<file path="src/rtl/i2s_tx.sv">
// rtl/i2s_tx.sv - I2S stereo transmitter with integer bclk divider and per-frame sample request strobe
module i2s_tx #(
  parameter int HALF_BCLK_DIV = 4,
  parameter int SAMPLE_W      = 16
) (
  input  logic                clk,
  input  logic                rst,
  input  logic                enable,
  input  logic [SAMPLE_W-1:0] left_sample,
  input  logic [SAMPLE_W-1:0] right_sample,
  output logic                sample_strobe,
  output logic                bclk,
  output logic                lrclk,
  output logic                sdata
);

  localparam int DIV_W = (HALF_BCLK_DIV > 1) ? $clog2(HALF_BCLK_DIV) : 1;
  localparam int FRAME = 2 * SAMPLE_W;
  localparam int BIT_W = $clog2(FRAME);
  localparam logic [DIV_W-1:0] DIV_LAST = DIV_W'(HALF_BCLK_DIV - 1);
  localparam logic [BIT_W-1:0] BIT_LAST = BIT_W'(FRAME - 1);
  localparam logic [BIT_W-1:0] LR_FIRST = BIT_W'(SAMPLE_W - 1);
  localparam logic [BIT_W-1:0] LR_LAST  = BIT_W'(FRAME - 2);

  logic [DIV_W-1:0]    div_cnt;
  logic [BIT_W-1:0]    bit_cnt;
  logic [FRAME-1:0]    shreg;
  logic [SAMPLE_W-1:0] left_hold;
  logic [SAMPLE_W-1:0] right_hold;
  logic                cap_pending;

  logic                div_wrap;
  logic                fall;
  logic [BIT_W-1:0]    bit_next;
  logic                frame_start;

  always_comb begin
    div_wrap    = (div_cnt == DIV_LAST);
    fall        = div_wrap && bclk;
    bit_next    = (bit_cnt == BIT_LAST) ? '0 : bit_cnt + 1'b1;
    frame_start = fall && (bit_next == '0);
  end

  always_ff @(posedge clk or posedge rst) begin
    if (rst) begin
      div_cnt       <= '0;
      bit_cnt       <= BIT_LAST;
      bclk          <= 1'b0;
      lrclk         <= 1'b0;
      sdata         <= 1'b0;
      sample_strobe <= 1'b0;
      shreg         <= '0;
      left_hold     <= '0;
      right_hold    <= '0;
      cap_pending   <= 1'b0;
    end else if (!enable) begin
      // idle aborts the frame but keeps the last captured samples
      div_cnt       <= '0;
      bit_cnt       <= BIT_LAST;
      bclk          <= 1'b0;
      lrclk         <= 1'b0;
      sdata         <= 1'b0;
      sample_strobe <= 1'b0;
      shreg         <= '0;
      cap_pending   <= 1'b0;
    end else begin
      div_cnt       <= div_wrap ? '0 : div_cnt + 1'b1;
      if (div_wrap) bclk <= ~bclk;
      sample_strobe <= frame_start;
      cap_pending   <= sample_strobe;
      if (cap_pending) begin
        left_hold  <= left_sample;
        right_hold <= right_sample;
      end
      if (fall) begin
        bit_cnt <= bit_next;
        lrclk   <= (bit_next >= LR_FIRST) && (bit_next <= LR_LAST);
        // the left MSB goes straight out; the register keeps the remaining bits
        if (frame_start) begin
          sdata <= left_hold[SAMPLE_W-1];
          shreg <= {left_hold[SAMPLE_W-2:0], right_hold, 1'b0};
        end else begin
          sdata <= shreg[FRAME-1];
          shreg <= {shreg[FRAME-2:0], 1'b0};
        end
      end
    end
  end

endmodule

</file>
<file path="config.mk">
export PLATFORM = sky130hd
export DESIGN_NAME = i2s_tx
export DESIGN_NICKNAME = d
export VERILOG_FILES = /design/src/rtl/i2s_tx.sv
export SDC_FILE = /design/constraint.sdc
export NUM_CORES = 1
export LEC_CHECK = 0
export BUFFER_PORTS_ARGS = -buffer_cell sky130_fd_sc_hd__buf_4
export CORE_ASPECT_RATIO = 1.2
export CORE_UTILIZATION = 48
export CTS_CLUSTER_DIAMETER = 150
export DETAILED_ROUTE_END_ITERATION = 7
export HOLD_SLACK_MARGIN = 0.02
export MAX_ROUTING_LAYER = met4
export PLACE_DENSITY = 0.74
export SLEW_MARGIN = 20
export SYNTH_ARGS = -nofsm -noshare
export SYNTH_HDL_FRONTEND = slang
export SYNTH_SLANG_ARGS = --single-unit
</file>
<file path="constraint.sdc">
create_clock -name clk -period 3.5 [get_ports clk]
set_clock_uncertainty 0.2 [all_clocks]
set_input_delay 0.875 -clock clk [delete_from_list [all_inputs] [get_ports clk]]
set_output_delay 0.875 -clock clk [all_outputs]
set_load 0.005 [all_outputs]
</file>
Word level (Yosys, flattened, before mapping)
Cells that the tools add are included.
- register bits: 76
- bits in latches: 0
- RAM bits: 0
- bits in read-only memories: 0
- input bits: 35
- memories kept: 0
- add/subtract/negate cells: 2
- $mul: 0
- div/mod/pow operators: 0
- magnitude comparators: 2
- eq/ne operators: 4
- shift operators: 0
- mux-type cells: 17
- bitwise operators: 1
- reductions and logical operators: 5
- operators by type and width (cell ; number):
    $mux 32 ; 3
    $mux 5 ; 3
    $mux 1 ; 9
    $add 5x1->5 const B ; 1
    $eq 5x5->1 const B ; 1
    $ge 5x4->1 const B ; 1
    $le 5x5->1 const B ; 1
    $logic_not 5->1 ; 1
    $mux 2 ; 2
    $ne 2x1->1 const B ; 2
    $logic_and 1x1->1 ; 3
    $add 2x1->2 const B ; 1
    $eq 2x2->1 const B ; 1
    $reduce_and 2->1 ; 1
    $not 1->1 ; 1

Logic depth before layout (Yosys ltp)
- depth in word-level cells: 7
- mapped depth: 8
- depth with buffers taken out: 7

Least setup slack after synthesis
No wires, ideal clock.
- path type: register to register
- start point: register bit_cnt[0]
- end point: register shreg[29]
- arrival time: 2.108 ns
- required time: 3.223 ns
- path slack: 1.115 ns
- stages on the path, launching flop included: 9
- clock period less this slack: 2.385 ns
- cell sequence: dfstp_2 ha_1 and3_1 ha_1 nor3b_1 a21o_1 clkbuf_1 a31oi_1 a21oi_1
- word-level cells in the longest chain between the ends: 7
- elaborated cells on any way between the ends: 8
- classes of those cells: 1 x add/sub; 1 x eq/ne; 4 x mux; 2 x reduce/logical
- RTL lines (what ; RTL line ; text):
    start, declared ; 26 ; logic [BIT_W-1:0] bit_cnt;
    start signal, assigned ; 76 ; bit_cnt <= bit_next;
    $add 5x1->5 / $eq 5x5->1 (equally long branches) ; 40 ; bit_next = (bit_cnt == BIT_LAST) ? '0 : bit_cnt + 1'b1;
    $mux 5 * ; 40 ;
    $logic_not 5->1 * ; 41 ; frame_start = fall && (bit_next == '0);
    $logic_and 1x1->1 * ; 41 ;
    $mux 32 * ; 79 ; if (frame_start) begin
    $mux 32 * ; 75 ; if (fall) begin
    $mux 32 * ; 56 ; end else if (!enable) begin
    end signal, assigned ; 81 ; shreg <= {left_hold[SAMPLE_W-2:0], right_hold, 1'b0};
    end signal, assigned ; 84 ; shreg <= {shreg[FRAME-2:0], 1'b0};
    end, declared ; 27 ; logic [FRAME-1:0] shreg;
Every way passes the cells marked *; elsewhere a longest branch is shown, timed or not. The select of a mux whose other input is x is not followed.
A chain may end at the register's enable or synchronous reset.

Worst setup path in the final report
- start point: register bit_cnt[0]
- end point: register shreg[28]
Same word-level chain as after synthesis.

==> summary.md <==
| Metric | Value |
|---|---|
| CTS HTree Levels | `3` |
| # IOs | `39` |
| Diodes inserted | `0` |
| Fin nets | `about 380` |
| Hold Buf Count CTS | `0` |
| GRT Overall Usage | `20.3%` |
| Placed Cells | `411` |
| Vias in the first global route | `around 2400` |
| Fin util | `58.8%` |
| Final min period | `2910 ps` |
| TritonCTS buffer count | `9` |
| Worst-path fanout max | `17` |
| RSZ-0062 raised after global routing | `no` |
| CP max stage cell | `a21oi_1` |
| Die X | `77.8 µm` |
| Clock slew at reported path FFs | `70 ps` |
| Peak VDD IR | `between 200 and 300 µV` |
| DR vias | `roughly 2500` |
| Place WS | `614 ps` |
| Clk buf depth | `2` |
| Hold crit path type | `flop to flop` |
| Share of cells above drive strength 1 | `around 29%` |
| Max_cap viols | `0` |
| WP data required | `between 3000 and 4000 ps` |
| Post-Route WL | `6370 µm` |
| Core region area | `6570 µm²` |
| # resized after CTS | `0` |
| Final GP Congestion | `0.804` |
| Int Pwr | `1.24 mW` |
| DR vias/cell | `roughly 5.8` |
| Synth Area per Inst | `10.8 µm²` |
| GRT Residual Overflow | `0` |
| Num rows | `32` |
| Routed len/inst | `~15 µm` |
| Synthesized instance count | `between 300 and 400` |
| CP Launch Type | `flop` |
| Post-CTS Setup Repair Bufs | `0` |
| Clock network latency to the later pin of the worst-skew pair | `340 ps` |
| Initial core utilization | `50.4%` |
| IO buf count | `38` |
| Crit path kind | `flop to flop` |
| Final Hold Viols | `0` |
| Reg power frac | `~57%` |
| Routed Antenna Nets | `0` |
| Crit path DAT | `slightly below 3000 ps` |
| Cells along the critical path | `ha_1, and3_1, ha_1, nor3b_1, a21oi_1, buf_4, o21ai_0, a21oi_1` |
| Share of the synthesized area in the top cell type | `52.9%` |
| DR iter-0 viols | `183` |
| Remaining DRCs | `0` |
| Synth Cell Area | `3310 µm²` |
| Syn_nets | `345` |
| Power Density | `412 nW/µm²` |
| Setup tns final | `0 ps` |
| Max-slew headroom | `around 37%` |
| Synth warnings | `0` |
| Synth-to-Final Area Change | `16.5%` |
| Outcome | `completed` |
| Number of distinct library cells after synthesis | `31` |
| Maximum clock rate | `approximately 340 MHz` |
| Vert. Die Dim | `93.0 µm` |
| Synth area leaders | `dfrtp_1, mux2_2, o21ai_0` |
| Final worst setup slack | `586 ps` |
| Clock power frac | `37.1%` |
| Initial antenna violation count | `0` |
| Dpl hpwl | `slightly below 4000 µm` |
| Final Cycle Share | `between 80 and 90%` |
| Largest net degree at the start of global routing | `60` |
| Switch Pwr | `352 µW` |
| CP max stage delay | `approximately 760 ps` |
| Drt first pass iters | `4` |
| Yosys top cell by area | `dfrtp_1` |
| Sw Ratio | `approximately 22%` |
| CP endpoint kind | `flop` |
| Worst-Margin Slew | `950 ps` |
| Logic pwr share | `5.9%` |
| Final setup fails | `0` |
| R2R Setup Slk | `590 ps` |
| Final std cells w/o fill | `427` |
| First-pass GRT wire length | `11100 µm` |
| CTS tree | `built` |
| Filler cells | `559` |
| Sequential fraction of the synthesis area | `56.9%` |
| Max Slew Vio Count | `0` |
| Sink Count | `between 70 and 80` |
| Register bit count reported by yosys | `75` |
| CTS Root Cell | `clkbuf_8` |
| Leak pwr | `1.81 nW` |
| Die ar. | `just over 7000 µm²` |
-- synthesized netlist by cell type --
cell      count
dfrtp_1      70
o21ai_0      61
a21oi_1      33
mux2_2       33
a31oi_1      31
clkbuf_1     21
nand2_1       9
nor2_1        6
dfstp_2       5
and2_1        3
buf_1         3
buf_2         3
ha_1          3
inv_1         3
o21ai_1       3
and3_1        2
nand3_1       2
nor2b_1       2
xnor2_1       2
a211oi_2      1
a21o_1        1
mux2i_1       1
nand2b_1      1
nand3b_1      1
nand4_1       1
nor3b_1       1
nor4_1        1
o211ai_1      1
o311ai_0      1
or4_1         1
xor2_1        1
-- area by class of cell --
class | count | area (µm²) | area share (%)
inverter | 3 | 11.3 | 0.292
sequential | 75 | 1880 | 48.8
timing repair buffer | 46 | 370 | 9.59
multi-input combinational | 202 | 1320 | 34.1
clock inverter | 2 | 10.0 | 0.259
tap | 85 | 106 | 2.76
clock buffer | 14 | 163 | 4.21
-- cell usage in the layout, fill, tap and decap left out --
master and instances:
dfrtp_1 70, o21ai_0 61, buf_4 44, mux2_2 33, a21oi_1 33, a31oi_1 31
clkbuf_8 11, nand2_1 9, nor2_1 6, dfstp_2 5, and2_1 3, o21ai_1 3
ha_1 3, clkbuf_1 3, nor2b_1 2, and3_1 2, xnor2_1 2, inv_1 2
nand3_1 2, clkinv_2 2, buf_12 2, nor3b_1 1, mux2i_2 1, a21o_1 1
nand4_1 1, nor4_1 1, inv_2 1, nand2b_1 1, or4_1 1, xor2_1 1
a211oi_2 1, o311ai_0 1, nand3b_1 1, o211ai_1 1
-- state kept, by name, indices dropped and copies added (netlist names) --
signal,flops
div_cnt,2
left_hold,16
bclk,1
sdata,1
shreg,31
lrclk,1
cap_pending,1
bit_cnt,5
right_hold,16
sample_strobe,1
-- per-stage QoR --
| step | hold WS [ps] | total power [mW] | area [µm²] |
|---|---|---|---|
| 2_1_floorplan | 203 | 0.968 | 3310 |
| 3_3_place_gp | 216 | 1.01 | 3690 |
| 3_5_place_dp | 219 | 1.02 | 3690 |
| 4_1_cts | 229 | 1.61 | 3860 |
| 5_1_grt | 276 | 1.65 | 3860 |
| 6_report | 226 | 1.59 | 3860 |
-- worst paths after layout --
check                      startpoint    endpoint  cells after the start
min                        div_cnt[0]  div_cnt[0]                      1
max                        bit_cnt[0]   shreg[28]                      8
max reg2reg                bit_cnt[0]   shreg[28]                      8
min reg2reg                div_cnt[0]  div_cnt[0]                      1
max in group asynchronous         rst  bit_cnt[0]                      3
min in group asynchronous         rst   shreg[24]                      2
-- power by group through the flow --
stage / clock [mW] / sequential (mW) / combinational [mW]
floorplan: 0 / 0.917 / 0.0513
finish: 0.590 / 0.905 / 0.0937
global placement: 0 / 0.921 / 0.0930
detailed placement: 0 / 0.922 / 0.0960
global route: 0.641 / 0.908 / 0.106
CTS: 0.605 / 0.905 / 0.0962
-- layer usage --
layer  vias to the layer above  wire length (µm)  GRT usage [%]
li1                       1183                 -              -
met1                      1201              2890           27.5
met2                        64              3120           29.7
met3                        12               235           2.83
met4                         0               120           11.0
met5                         -                 0              -
-- cell families (layout without fill, tap and decap cells) --
logic type / after synthesis / count (layout) / share of synthesized area (%)
buffers and inverters: 30 / 65 / 3.51
and+or+nand+nor: 30 / 30 / 4.57
AOI/OAI and AO/OA: 132 / 132 / 21.6
DFF: 75 / 75 / 56.9
adders and majority gates: 3 / 3 / 1.13
xor gates and xnor gates: 3 / 3 / 0.793
muxes: 34 / 34 / 11.5
-- worst max-delay path, delay by kind of cell (launching register included) --
kind / cells / cell delay (ps)
and+or+nand+nor: 2 / 280
buffers and inverters: 1 / 330
adders and majority gates: 2 / 590
AOI/OAI and AO/OA: 3 / 1040
DFF: 1 / 390
Note: power is estimated with default switching activity, not from simulation.
